===== src/rtl/load_store_unit.sv =====
// Load/store stage: issues one data-memory access per op over req/gnt/rvalid,
// aligns load data, flags access faults and hands the result to writeback.
module load_store_unit #(
   parameter int unsigned XLEN           = 32,
   parameter int unsigned ACCESS_TIMEOUT = 255
) (
   input  logic            clk,
   input  logic            rst,
   input  logic            in_valid,
   output logic            in_ready,
   input  logic            in_is_load,
   input  logic            in_is_store,
   input  logic [2:0]      in_funct3,
   input  logic [XLEN-1:0] in_addr,
   input  logic [XLEN-1:0] in_store_data,
   input  logic [4:0]      in_rd,
   output logic            mem_req,
   output logic            mem_we,
   output logic [XLEN-1:0] mem_addr,
   output logic [3:0]      mem_be,
   output logic [XLEN-1:0] mem_wdata,
   input  logic            mem_gnt,
   input  logic            mem_rvalid,
   input  logic [XLEN-1:0] mem_rdata,
   output logic            out_valid,
   input  logic            out_ready,
   output logic [XLEN-1:0] out_data,
   output logic [4:0]      out_rd,
   output logic            out_wb_en,
   output logic            out_fault
);

   localparam int unsigned CNT_W   = (ACCESS_TIMEOUT > 1) ? $clog2(ACCESS_TIMEOUT) : 1;
   localparam int unsigned TO_LAST = (ACCESS_TIMEOUT > 0) ? ACCESS_TIMEOUT - 1 : 0;
   localparam bit          TO_EN   = (ACCESS_TIMEOUT > 0);

   typedef enum logic [1:0] {S_IDLE, S_REQ, S_WAIT_RDATA, S_RESP} state_t;

   state_t            state_q, state_d;
   logic              in_ready_q, in_ready_d;
   logic              mem_req_q, mem_req_d;
   logic              mem_we_q, mem_we_d;
   logic [XLEN-1:0]   mem_addr_q, mem_addr_d;
   logic [3:0]        mem_be_q, mem_be_d;
   logic [XLEN-1:0]   mem_wdata_q, mem_wdata_d;
   logic              out_valid_q, out_valid_d;
   logic [XLEN-1:0]   out_data_q, out_data_d;
   logic [4:0]        out_rd_q, out_rd_d;
   logic              out_wb_en_q, out_wb_en_d;
   logic              out_fault_q, out_fault_d;
   logic [CNT_W-1:0]  cnt_q, cnt_d;
   logic [1:0]        off_q, off_d;
   logic [2:0]        f3_q, f3_d;

   logic              is_mem_c, acc_fault_c, misal_c, f3_bad_c, timeout_c;
   logic [3:0]        be_c;
   logic [XLEN-1:0]   wdata_c, load_data_c;
   logic [7:0]        lbyte_c;
   logic [15:0]       lhalf_c;

   // Accept-side decode: lane enables, replicated store data and fault detection.
   always_comb begin
      is_mem_c = in_is_load | in_is_store;
      be_c     = 4'b0000;
      wdata_c  = '0;
      misal_c  = 1'b0;
      case (in_funct3[1:0])
         2'b00: begin
            be_c    = 4'b0001 << in_addr[1:0];
            wdata_c = {4{in_store_data[7:0]}};
         end
         2'b01: begin
            be_c    = in_addr[1] ? 4'b1100 : 4'b0011;
            wdata_c = {2{in_store_data[15:0]}};
            misal_c = in_addr[0];
         end
         2'b10: begin
            be_c    = 4'b1111;
            wdata_c = in_store_data;
            misal_c = |in_addr[1:0];
         end
         default: ;
      endcase
      if (in_is_store)
         f3_bad_c = in_funct3[2] | (in_funct3[1:0] == 2'b11);
      else
         f3_bad_c = (in_funct3[1:0] == 2'b11) | (in_funct3 == 3'b110);
      acc_fault_c = (in_is_load & in_is_store) | f3_bad_c | misal_c;
   end

   // Load alignment and extension from the captured byte offset and width.
   always_comb begin
      lbyte_c = mem_rdata[{off_q, 3'b000} +: 8];
      lhalf_c = mem_rdata[{off_q[1], 4'b0000} +: 16];
      case (f3_q)
         3'b000:  load_data_c = {{(XLEN-8){lbyte_c[7]}}, lbyte_c};
         3'b001:  load_data_c = {{(XLEN-16){lhalf_c[15]}}, lhalf_c};
         3'b100:  load_data_c = {{(XLEN-8){1'b0}}, lbyte_c};
         3'b101:  load_data_c = {{(XLEN-16){1'b0}}, lhalf_c};
         default: load_data_c = mem_rdata;
      endcase
   end

   assign timeout_c = TO_EN && (cnt_q == CNT_W'(TO_LAST));

   // Next-state and next-output logic.
   always_comb begin
      state_d     = state_q;
      mem_req_d   = mem_req_q;
      mem_we_d    = mem_we_q;
      mem_addr_d  = mem_addr_q;
      mem_be_d    = mem_be_q;
      mem_wdata_d = mem_wdata_q;
      out_data_d  = out_data_q;
      out_rd_d    = out_rd_q;
      out_wb_en_d = out_wb_en_q;
      out_fault_d = out_fault_q;
      cnt_d       = cnt_q;
      off_d       = off_q;
      f3_d        = f3_q;

      case (state_q)
         S_IDLE: begin
            if (in_valid && in_ready_q) begin
               off_d       = in_addr[1:0];
               f3_d        = in_funct3;
               out_rd_d    = in_rd;
               out_data_d  = '0;
               out_fault_d = 1'b0;
               out_wb_en_d = 1'b0;
               if (!is_mem_c) begin
                  out_data_d  = in_addr;
                  out_wb_en_d = (in_rd != 5'd0);
                  state_d     = S_RESP;
               end else if (acc_fault_c) begin
                  out_fault_d = 1'b1;
                  state_d     = S_RESP;
               end else begin
                  mem_req_d   = 1'b1;
                  mem_we_d    = in_is_store;
                  mem_addr_d  = {in_addr[XLEN-1:2], 2'b00};
                  mem_be_d    = be_c;
                  mem_wdata_d = in_is_store ? wdata_c : '0;
                  out_wb_en_d = in_is_load && (in_rd != 5'd0);
                  cnt_d       = '0;
                  state_d     = S_REQ;
               end
            end
         end
         S_REQ: begin
            cnt_d = cnt_q + CNT_W'(1);
            if (mem_gnt) begin
               mem_req_d = 1'b0;
               state_d   = mem_we_q ? S_RESP : S_WAIT_RDATA;
            end else if (timeout_c) begin
               mem_req_d   = 1'b0;
               out_fault_d = 1'b1;
               out_wb_en_d = 1'b0;
               out_data_d  = '0;
               state_d     = S_RESP;
            end
         end
         S_WAIT_RDATA: begin
            cnt_d = cnt_q + CNT_W'(1);
            if (mem_rvalid) begin
               out_data_d = load_data_c;
               state_d    = S_RESP;
            end else if (timeout_c) begin
               out_fault_d = 1'b1;
               out_wb_en_d = 1'b0;
               out_data_d  = '0;
               state_d     = S_RESP;
            end
         end
         S_RESP: begin
            if (out_ready) state_d = S_IDLE;
         end
         default: state_d = S_IDLE;
      endcase

      in_ready_d  = (state_d == S_IDLE);
      out_valid_d = (state_d == S_RESP);
   end

   always_ff @(posedge clk or posedge rst) begin
      if (rst) begin
         state_q     <= S_IDLE;
         in_ready_q  <= 1'b1;
         mem_req_q   <= 1'b0;
         mem_we_q    <= 1'b0;
         mem_addr_q  <= '0;
         mem_be_q    <= 4'b0000;
         mem_wdata_q <= '0;
         out_valid_q <= 1'b0;
         out_data_q  <= '0;
         out_rd_q    <= 5'd0;
         out_wb_en_q <= 1'b0;
         out_fault_q <= 1'b0;
         cnt_q       <= '0;
         off_q       <= 2'b00;
         f3_q        <= 3'b000;
      end else begin
         state_q     <= state_d;
         in_ready_q  <= in_ready_d;
         mem_req_q   <= mem_req_d;
         mem_we_q    <= mem_we_d;
         mem_addr_q  <= mem_addr_d;
         mem_be_q    <= mem_be_d;
         mem_wdata_q <= mem_wdata_d;
         out_valid_q <= out_valid_d;
         out_data_q  <= out_data_d;
         out_rd_q    <= out_rd_d;
         out_wb_en_q <= out_wb_en_d;
         out_fault_q <= out_fault_d;
         cnt_q       <= cnt_d;
         off_q       <= off_d;
         f3_q        <= f3_d;
      end
   end

   assign in_ready  = in_ready_q;
   assign mem_req   = mem_req_q;
   assign mem_we    = mem_we_q;
   assign mem_addr  = mem_addr_q;
   assign mem_be    = mem_be_q;
   assign mem_wdata = mem_wdata_q;
   assign out_valid = out_valid_q;
   assign out_data  = out_data_q;
   assign out_rd    = out_rd_q;
   assign out_wb_en = out_wb_en_q;
   assign out_fault = out_fault_q;

endmodule

===== config.mk =====
export PLATFORM = sky130hd
export DESIGN_NAME = load_store_unit
export DESIGN_NICKNAME = d
export VERILOG_FILES = /design/src/rtl/load_store_unit.sv
export SDC_FILE = /design/constraint.sdc
export NUM_CORES = 1
export LEC_CHECK = 0
export ABC_AREA = 0
export CORE_MARGIN = 5
export CORE_UTILIZATION = 40
export DETAILED_ROUTE_END_ITERATION = 12
export HOLD_SLACK_MARGIN = 0.03
export PLACE_DENSITY = 0.74
export SLEW_MARGIN = 20
export SYNTH_ARGS = -nofsm -noshare
export SYNTH_HDL_FRONTEND = slang
export SYNTH_SLANG_ARGS = --single-unit

===== constraint.sdc =====
create_clock -name clk -period 4.2 [get_ports clk]
set_input_delay 0.63 -clock clk [delete_from_list [all_inputs] [get_ports clk]]
set_output_delay 0.63 -clock clk [all_outputs]
set_load 0.1 [all_outputs]

==> flow_metrics.tcl, run 1 <==
set metrics [dict create \
    status "finished clean" \
    hold_start "mem_addr[21]" \
    cp-start-kind "input port" \
    wire_per_inst_microns 19.2 \
    dp_hpwl_mm 16.8 \
    post-cts-setup-buffers 0 \
    ctsHoldBuffers 0 \
    ios 223 \
    path_class "in2reg" \
    max_freq_ghz 0.344 \
    final-max-slew-violation-count 0 \
    wirelength_mm 22.8 \
    async_reset_ff_share_pct 100 \
    clock-skew-final_ns 0.00790 \
    crit_start "in_funct3[0]" \
    drive_above_1_share_pct 7.95 \
    dr_total_vias 6631 \
    relSlewSlack_pct 30.2 \
    clkLatencyLatePin_ns 0.42 \
    clk_pin_slew_ns 0.05 \
    min_to "mem_addr[21]" \
    grt_pass1_wl_mm 35.6 \
    ant_nets 0 \
    dieHeight_microns 139 \
    initial_utilization_pct 40.3 \
    portBuffers 220 \
    r2r-end "out_data[23]" \
    ff2ff_setup_slack_ns 1.60 \
    layout_setup_ws_ns 1.29 \
    cts_htree_levels 4 \
    grt_pass1_vias 6448 \
    row_count 47 \
    fin_util_pct 58.3 \
    syn_avg_cell_area_sq_um 8.72 \
    yosysWarnings 0 \
    overflow 0 \
    layout_common_cells "220 x clkdlybuf4s50_1, 210 x nand2_1, 123 x dfrtp_1, 41 x o21ai_0, 40 x a22oi_1" \
    fin_nets 1078 \
    cap_viol_max_count 0 \
    grt_max_degree 65 \
    cts_buffers 17 \
    synth_cells 758 \
    num-fill-cells 1397 \
    stdcell_count 1190 \
    cts_sinks 124 \
    place_inst 1157 \
    arrival_ns 3.22 \
    die_w_microns 139 \
    drc 0 \
    dp_slack_ns 0.849 \
    maxUsedRoutingLayer "met4" \
    layout_commonest_cell "clkdlybuf4s50_1" \
    netlist_area_sq_um 6610 \
    cts_tree "yes" \
    drt-pass1-iter-count 5 \
    post_cts_resize_count 0 \
    vias_per_cell 5.57 \
    synth-seq-cells 124 \
    ys_seq_area_share_pct 47.0 \
    grt_use_total_pct 23.1 \
    met1_length_mm 9.48 \
    period_share_pct 69.2 \
    wl_met2_mm 10.5 \
    drtIter0Drc 397 \
    setup_viol 0 \
    wl_met3_mm 2.12 \
    clockBufferDepth 2 \
    synth_cell_type_count 50 \
    fp.dieArea_sq_um 19200 \
    gp_congestion 0.892 \
    core_area_sq_um 16400 \
    antenna_found_initial 0 \
    root_buffer "clkbuf_16" \
    crit_fanout 64 \
    regToRegStartpoint "state_q[0]" \
    tightest_slew_ns 1.04 \
    tns_ns 0 \
    hold_class "reg2reg" \
    hold_viol_final 0 \
    ff2ff_path_depth 9 \
    worstHoldPathCells 2 \
    crit_required_ns 4.51 \
    layout_min_cycle_time_ns 2.91 \
    end_kind "register" \
    rsz0062_at_grt "false" \
    synth-main-ff-cell "dfrtp_1" \
    syn_to_final_growth_pct 44.8 \
    synth_edf_count 0 \
]
worst max-delay path: stages:
cell and delay [ns]:
clkdlybuf4s50_1 0.54, inv_1 0.09, ha_1 0.33, o211a_1 0.14, a31oi_2 0.32, nand3_4 0.35, buf_4 0.45, o31ai_1 0.33
area by class of cell:
type	instances	area [sq um]	share of cell area, %
repair buffers	233	2300	24.0
inverters	16	62.6	0.654
clock buffers	19	443	4.63
well taps	220	275	2.88
diodes	1	2.50	0.0262
flip-flops and latches	124	3100	32.4
clock inverters	13	141	1.48
multi-input cells	564	3240	33.9
cells by family (layout without fill, tap and decap cells):
logic type / Yosys count / after routing / share of synthesized area (%)
other: 1 / 3 / 0.0568
AOI/OAI and AO/OA: 226 / 226 / 24.0
muxes: 13 / 13 / 2.35
and+or+nand+nor: 313 / 313 / 20.3
buffers and inverters: 71 / 281 / 4.36
adders and majority gates: 10 / 10 / 1.89
DFF: 124 / 124 / 47.0
stage by stage:
step / hold WS (ns) / area [sq um]
detailed placement: 0.459 / 8980
finish: 0.473 / 9570
CTS: 0.477 / 9570
floorplan: 0.464 / 6610
global route: 0.500 / 9570
global placement: 0.453 / 8980
flip-flops by register name, summed over array words and instances (netlist names):
signal     cells
mem_we         1
off_q          2
in_ready       1
out_valid      1
mem_be         4
out_rd         5
state_q        2
out_wb_en      1
mem_addr      30
mem_wdata     32
f3_q           3
cnt_q          8
mem_req        1
out_fault      1
out_data      32
worst max path at each step:
stage / cells after the start / slack [ns] / endpoint
floorplan: 1 / 0.27 / cnt_q[0]
detailed placement: 8 / 0.85 / mem_be[1]
CTS: 8 / 1.29 / mem_be[1]
global route: 8 / 1.11 / mem_wdata[22]
global placement: 8 / 1.0 / mem_wdata[19]
finish: 8 / 1.29 / mem_be[1]
layer usage:
layer	up-vias	track usage, %
li1	3087	-
met1	3159	30.1
met2	335	36.8
met3	50	7.22
met4	0	7.96
met5	-	0
synth_stat cells (3+ instances only):
cell | number | area (sq um)
nand2_1 | 210 | 788
dfrtp_1 | 123 | 3080
o21ai_0 | 41 | 205
a22oi_1 | 40 | 300
clkbuf_1 | 40 | 150
o31ai_1 | 33 | 248
a21oi_1 | 30 | 150
nand3_1 | 26 | 130
nor2b_1 | 24 | 150
nor2_1 | 19 | 71.3
inv_1 | 16 | 60.1
a31oi_1 | 14 | 87.6
nor3_1 | 11 | 55.1
o31ai_2 | 11 | 138
ha_1 | 10 | 125
mux2_2 | 10 | 113
a211oi_1 | 9 | 67.6
a21boi_0 | 8 | 60.1
o221ai_1 | 8 | 70.1
buf_1 | 7 | 26.3
nand2b_1 | 7 | 43.8
o21ai_1 | 7 | 35.0
and2_1 | 5 | 31.3
buf_2 | 5 | 25.0
a32o_1 | 4 | 40.0
a21o_1 | 3 | 22.5
and3_1 | 3 | 18.8
or2_2 | 3 | 18.8
Power of run 1 is left out: the tool's default activity adds up to more than one toggle a clock period on the data nets, which glitch-free logic cannot reach.
==> inputs of run 2 (changes only) <==
--- a/config.mk
+++ b/config.mk
@@ -10,7 +10,7 @@
 export CORE_UTILIZATION = 40
 export DETAILED_ROUTE_END_ITERATION = 12
 export HOLD_SLACK_MARGIN = 0.03
-export PLACE_DENSITY = 0.74
+export PLACE_DENSITY = 0.72
 export SLEW_MARGIN = 20
 export SYNTH_ARGS = -nofsm -noshare
 export SYNTH_HDL_FRONTEND = slang
==> constraint.sdc (replaced) <==
create_clock -name clk -period 2.95 [get_ports clk]
set_input_delay 0.4425 -clock clk [delete_from_list [all_inputs] [get_ports clk]]
set_output_delay 0.4425 -clock clk [all_outputs]
set_load 0.1 [all_outputs]
==> flow_metrics.tcl, run 2 (synthesis gave the netlist of run 1 again) <==
set metrics [dict create \
    max_freq_ghz 0.394 \
    cts_htree_levels 4 \
    gp_congestion 0.882 \
    dr_total_vias 6513 \
    vias_per_cell 5.45 \
    drive_above_1_share_pct 19.8 \
    fp.dieArea_sq_um 19200 \
    cts_buffers 17 \
    fin_nets 1087 \
    wire_per_inst_microns 18.9 \
    hold_class "reg2reg" \
    antenna_found_initial 1 \
    root_buffer "clkbuf_16" \
    drtIter0Drc 480 \
    rsz0062_at_grt "false" \
    die_w_microns 139 \
    clockBufferDepth 2 \
    arrival_ns 2.80 \
    clock-skew-final_ns 0.00710 \
    core_area_sq_um 16400 \
    crit_fanout 16 \
    layout_commonest_cell "nand2_1" \
    cts_tree "yes" \
    path_class "reg2reg" \
    portBuffers 220 \
    tightest_slew_ns 0.973 \
    grt_pass1_wl_mm 36.0 \
    hold_viol_final 0 \
    drt-pass1-iter-count 5 \
    tns_ns 0 \
    clkLatencyLatePin_ns 0.42 \
    status "finished clean" \
    ios 223 \
    relSlewSlack_pct 35.2 \
    grt_use_total_pct 23.3 \
    row_count 47 \
    post-cts-setup-buffers 0 \
    drc 0 \
    initial_utilization_pct 40.3 \
    crit_required_ns 3.21 \
    clk_pin_slew_ns 0.05 \
    layout_common_cells "210 x nand2_1, 128 x buf_4, 123 x dfrtp_1, 111 x clkdlybuf4s50_1, 41 x o21ai_0" \
    overflow 0 \
    wirelength_mm 22.6 \
    setup_viol 0 \
    ant_nets 0 \
    final-max-slew-violation-count 0 \
    cp-start-kind "register" \
    dieHeight_microns 139 \
    grt_max_degree 125 \
    ctsHoldBuffers 0 \
    dp_slack_ns 0.226 \
    layout_min_cycle_time_ns 2.54 \
    grt_pass1_vias 6408 \
    syn_to_final_growth_pct 42.9 \
    post_cts_resize_count 0 \
    cts_sinks 124 \
    layout_setup_ws_ns 0.409 \
    cap_viol_max_count 0 \
    period_share_pct 86.1 \
    end_kind "register" \
    dp_hpwl_mm 16.4 \
]
run 2: cell types whose count changed in the layout (fill, tap and decap cells not counted):
cell / before / now
clkinv_4: 5 / 0
clkbuf_1: 1 / 0
clkdlybuf4s50_1: 220 / 111
clkinvlp_4: 0 / 1
inv_4: 1 / 0
clkbuf_8: 1 / 4
inv_6: 2 / 0
buf_4: 13 / 128
bufinv_16: 2 / 4
buf_12: 0 / 3
run 2: cell type report:
| type | count | area (sq um) |
|---|---|---|
| Antenna cell | 1 | 2.50 |
| Inverter | 16 | 63.8 |
| Tap cell | 220 | 275 |
| Clock buffer | 21 | 480 |
| Sequential cell | 124 | 3100 |
| Clock inverter | 8 | 140 |
| Fill cell | 1465 | 6970 |
| Multi-Input combinational cell | 564 | 3240 |
| Timing Repair Buffer | 242 | 2130 |
run 2: worst paths after layout:
path | start | end | slack [ns] | cells past startpoint
setup / recovery | state_q[0] | out_data[26] | 0.41 | 6
hold / removal | mem_addr[25] | mem_addr[25] | 0.47 | 2
setup reg to reg | state_q[0] | out_data[26] | 0.41 | 6
hold reg to reg | mem_addr[25] | mem_addr[25] | 0.47 | 2
max in group asynchronous | rst | mem_wdata[20] | 1.86 | 3
min in group asynchronous | rst | mem_addr[26] | 0.54 | 3
run 2: metrics by stage:
stage | hold slack [ns] | instance area (sq um) | utilization (%) | cells
2_1_floorplan | 0.464 | 6610 | - | 759
5_1_grt | 0.488 | 9440 | 57.5 | 1196
3_5_place_dp | 0.461 | 8810 | 53.7 | 1166
3_3_place_gp | 0.453 | 8810 | 53.7 | 1166
6_report | 0.471 | 9440 | 57.5 | 1196
4_1_cts | 0.477 | 9440 | 57.5 | 1195
run 2: per-layer routing:
layer / track usage (%) / share of wire (%) / routed length [microns] / vias up
met1: 31.2 / 42 / 9570 / 3103
met4: 6.86 / 2.0 / 455 / 0
met5: 0 / 0 / 0 / -
met2: 36.2 / 47 / 10500 / 277
li1: - / - / - / 3093
met3: 7.70 / 8.9 / 2010 / 40
run 2: worst max-delay path: stages (launching register included):
cell,delay [ns]
dfrtp_1,0.42
inv_1,0.13
ha_1,0.26
a21boi_1,0.45
a211o_1,0.20
a311o_1,0.72
o31ai_1,0.19
Power of run 2 is left out for the same reason.
==> inputs of run 3 (changes only) <==
--- a/config.mk
+++ b/config.mk
@@ -7,10 +7,10 @@
 export LEC_CHECK = 0
 export ABC_AREA = 0
 export CORE_MARGIN = 5
-export CORE_UTILIZATION = 40
+export CORE_UTILIZATION = 39
 export DETAILED_ROUTE_END_ITERATION = 12
 export HOLD_SLACK_MARGIN = 0.03
-export PLACE_DENSITY = 0.72
+export PLACE_DENSITY = 0.7
 export SLEW_MARGIN = 20
 export SYNTH_ARGS = -nofsm -noshare
 export SYNTH_HDL_FRONTEND = slang
==> flow_metrics.tcl, run 3 (synthesis gave the netlist of run 1 again) <==
set metrics [dict create \
    final-max-slew-violation-count 0 \
    layout_common_cells "210 x nand2_1, 130 x buf_4, 123 x dfrtp_1, 111 x clkdlybuf4s50_1, 41 x o21ai_0" \
    critPathSlowestCell "a311o_1" \
    grt_pass1_wl_mm 36.0 \
    tightest_slew_ns 0.945 \
    arrival_ns 2.83 \
    initial_utilization_pct 39.8 \
    fin_nets 1091 \
    clkLatencyLatePin_ns 0.42 \
    ios 223 \
    clock-skew-final_ns 0.00672 \
    clockBufferDepth 2 \
    root_buffer "clkbuf_16" \
    cp.buffers_inverters 1 \
    cp-start-kind "register" \
    path_cells "inv_1, ha_1, a21boi_1, a211o_1, a311o_1, o31ai_1" \
    tns_ns 0 \
    grt_use_total_pct 22.9 \
    status "finished clean" \
    hold_class "in2async" \
    cts_sinks 124 \
    max_freq_ghz 0.388 \
    vias_per_cell 5.49 \
    cts_tree "yes" \
    rsz0062_at_grt "false" \
    end_kind "register" \
    hold_viol_final 0 \
    dieHeight_microns 140 \
    dr_total_vias 6594 \
    portBuffers 220 \
    crit_family "compound AO/OA/AOI/OAI gates" \
    gp_congestion 0.853 \
    setup_viol 0 \
    grt_max_degree 70 \
    period_share_pct 87.4 \
    layout_commonest_cell "nand2_1" \
    dp_hpwl_mm 17.0 \
    cap_viol_max_count 0 \
    row_count 47 \
    post-cts-setup-buffers 0 \
    grt_pass1_vias 6499 \
    antenna_found_initial 0 \
    ctsHoldBuffers 0 \
    crit_required_ns 3.20 \
    overflow 0 \
    drtIter0Drc 442 \
    relSlewSlack_pct 37.0 \
    crit_fanout 16 \
    post_cts_resize_count 0 \
    fp.dieArea_sq_um 19600 \
    core_area_sq_um 16600 \
    wirelength_mm 22.9 \
    syn_to_final_growth_pct 43.5 \
    max_stage_delay_ns 0.74 \
    diodes 0 \
    layout_min_cycle_time_ns 2.58 \
    drc 0 \
    wire_per_inst_microns 19.1 \
    drt-pass1-iter-count 8 \
    cts_htree_levels 4 \
    die_w_microns 140 \
    clk_pin_slew_ns 0.05 \
    ant_nets 0 \
    path_class "reg2reg" \
    drive_above_1_share_pct 19.9 \
    cts_buffers 17 \
]
==> run 3: changes by cell type in the layout (fill, tap and decap cells not counted) <==
cell | previous run | this run
clkbuf_1 | 0 | 4
buf_12 | 3 | 5
buf_4 | 128 | 130
clkbuf_8 | 4 | 2
diode_2 | 1 | 0
==> run 3: worst paths after layout <==
check | startpoint | slack, ns | cells after the start | to
hold reg to reg | mem_wdata[6] | 0.47 | 2 | mem_wdata[6]
setup / recovery | state_q[0] | 0.37 | 6 | out_data[29]
setup reg to reg | state_q[0] | 0.37 | 6 | out_data[29]
max in group asynchronous | rst | 1.81 | 3 | in_ready
min in group clk | mem_wdata[6] | 0.47 | 2 | mem_wdata[6]
hold / removal | rst | 0.46 | 2 | out_data[8]
==> run 3: cell type report <==
class                           count  area (sq um)
Clock buffer                       23           468
Clock inverter                      8           140
Fill cell                        1527          7110
Inverter                           16          63.8
Multi-Input combinational cell    564          3240
Sequential cell                   124          3100
Tap cell                          220           275
Timing Repair Buffer              246          2190
==> run 3: layer usage <==
| metal | track usage (%) | up-vias | share of wire, % |
|---|---|---|---|
| met5 | 0 | - | 0 |
| met4 | 7.70 | 0 | 2.4 |
| met3 | 7.67 | 37 | 9.7 |
| met2 | 35.6 | 295 | 46 |
| met1 | 30.0 | 3157 | 42 |
| li1 | - | 3105 | - |
==> run 3: per-stage QoR <==
step / setup slack (ns) / hold WS (ns) / cell area [sq um] / utilization [%] / cells
2_1_floorplan: 0.653 / 0.464 / 6610 / - / 759
3_3_place_gp: 0.269 / 0.452 / 8870 / 53.5 / 1170
3_5_place_dp: 0.184 / 0.457 / 8870 / 53.5 / 1170
4_1_cts: 0.367 / 0.464 / 9480 / 57.2 / 1201
5_1_grt: 0.185 / 0.495 / 9480 / 57.2 / 1201
6_report: 0.372 / 0.460 / 9480 / 57.2 / 1201
==> run 3: worst register-to-register path, cell delays in order, from the launching register on <==
cell and delay (ns):
dfrtp_1 0.43, inv_1 0.12, ha_1 0.27, a21boi_1 0.44
a211o_1 0.21, a311o_1 0.74, o31ai_1 0.19
Power of run 3 is left out for the same reason.
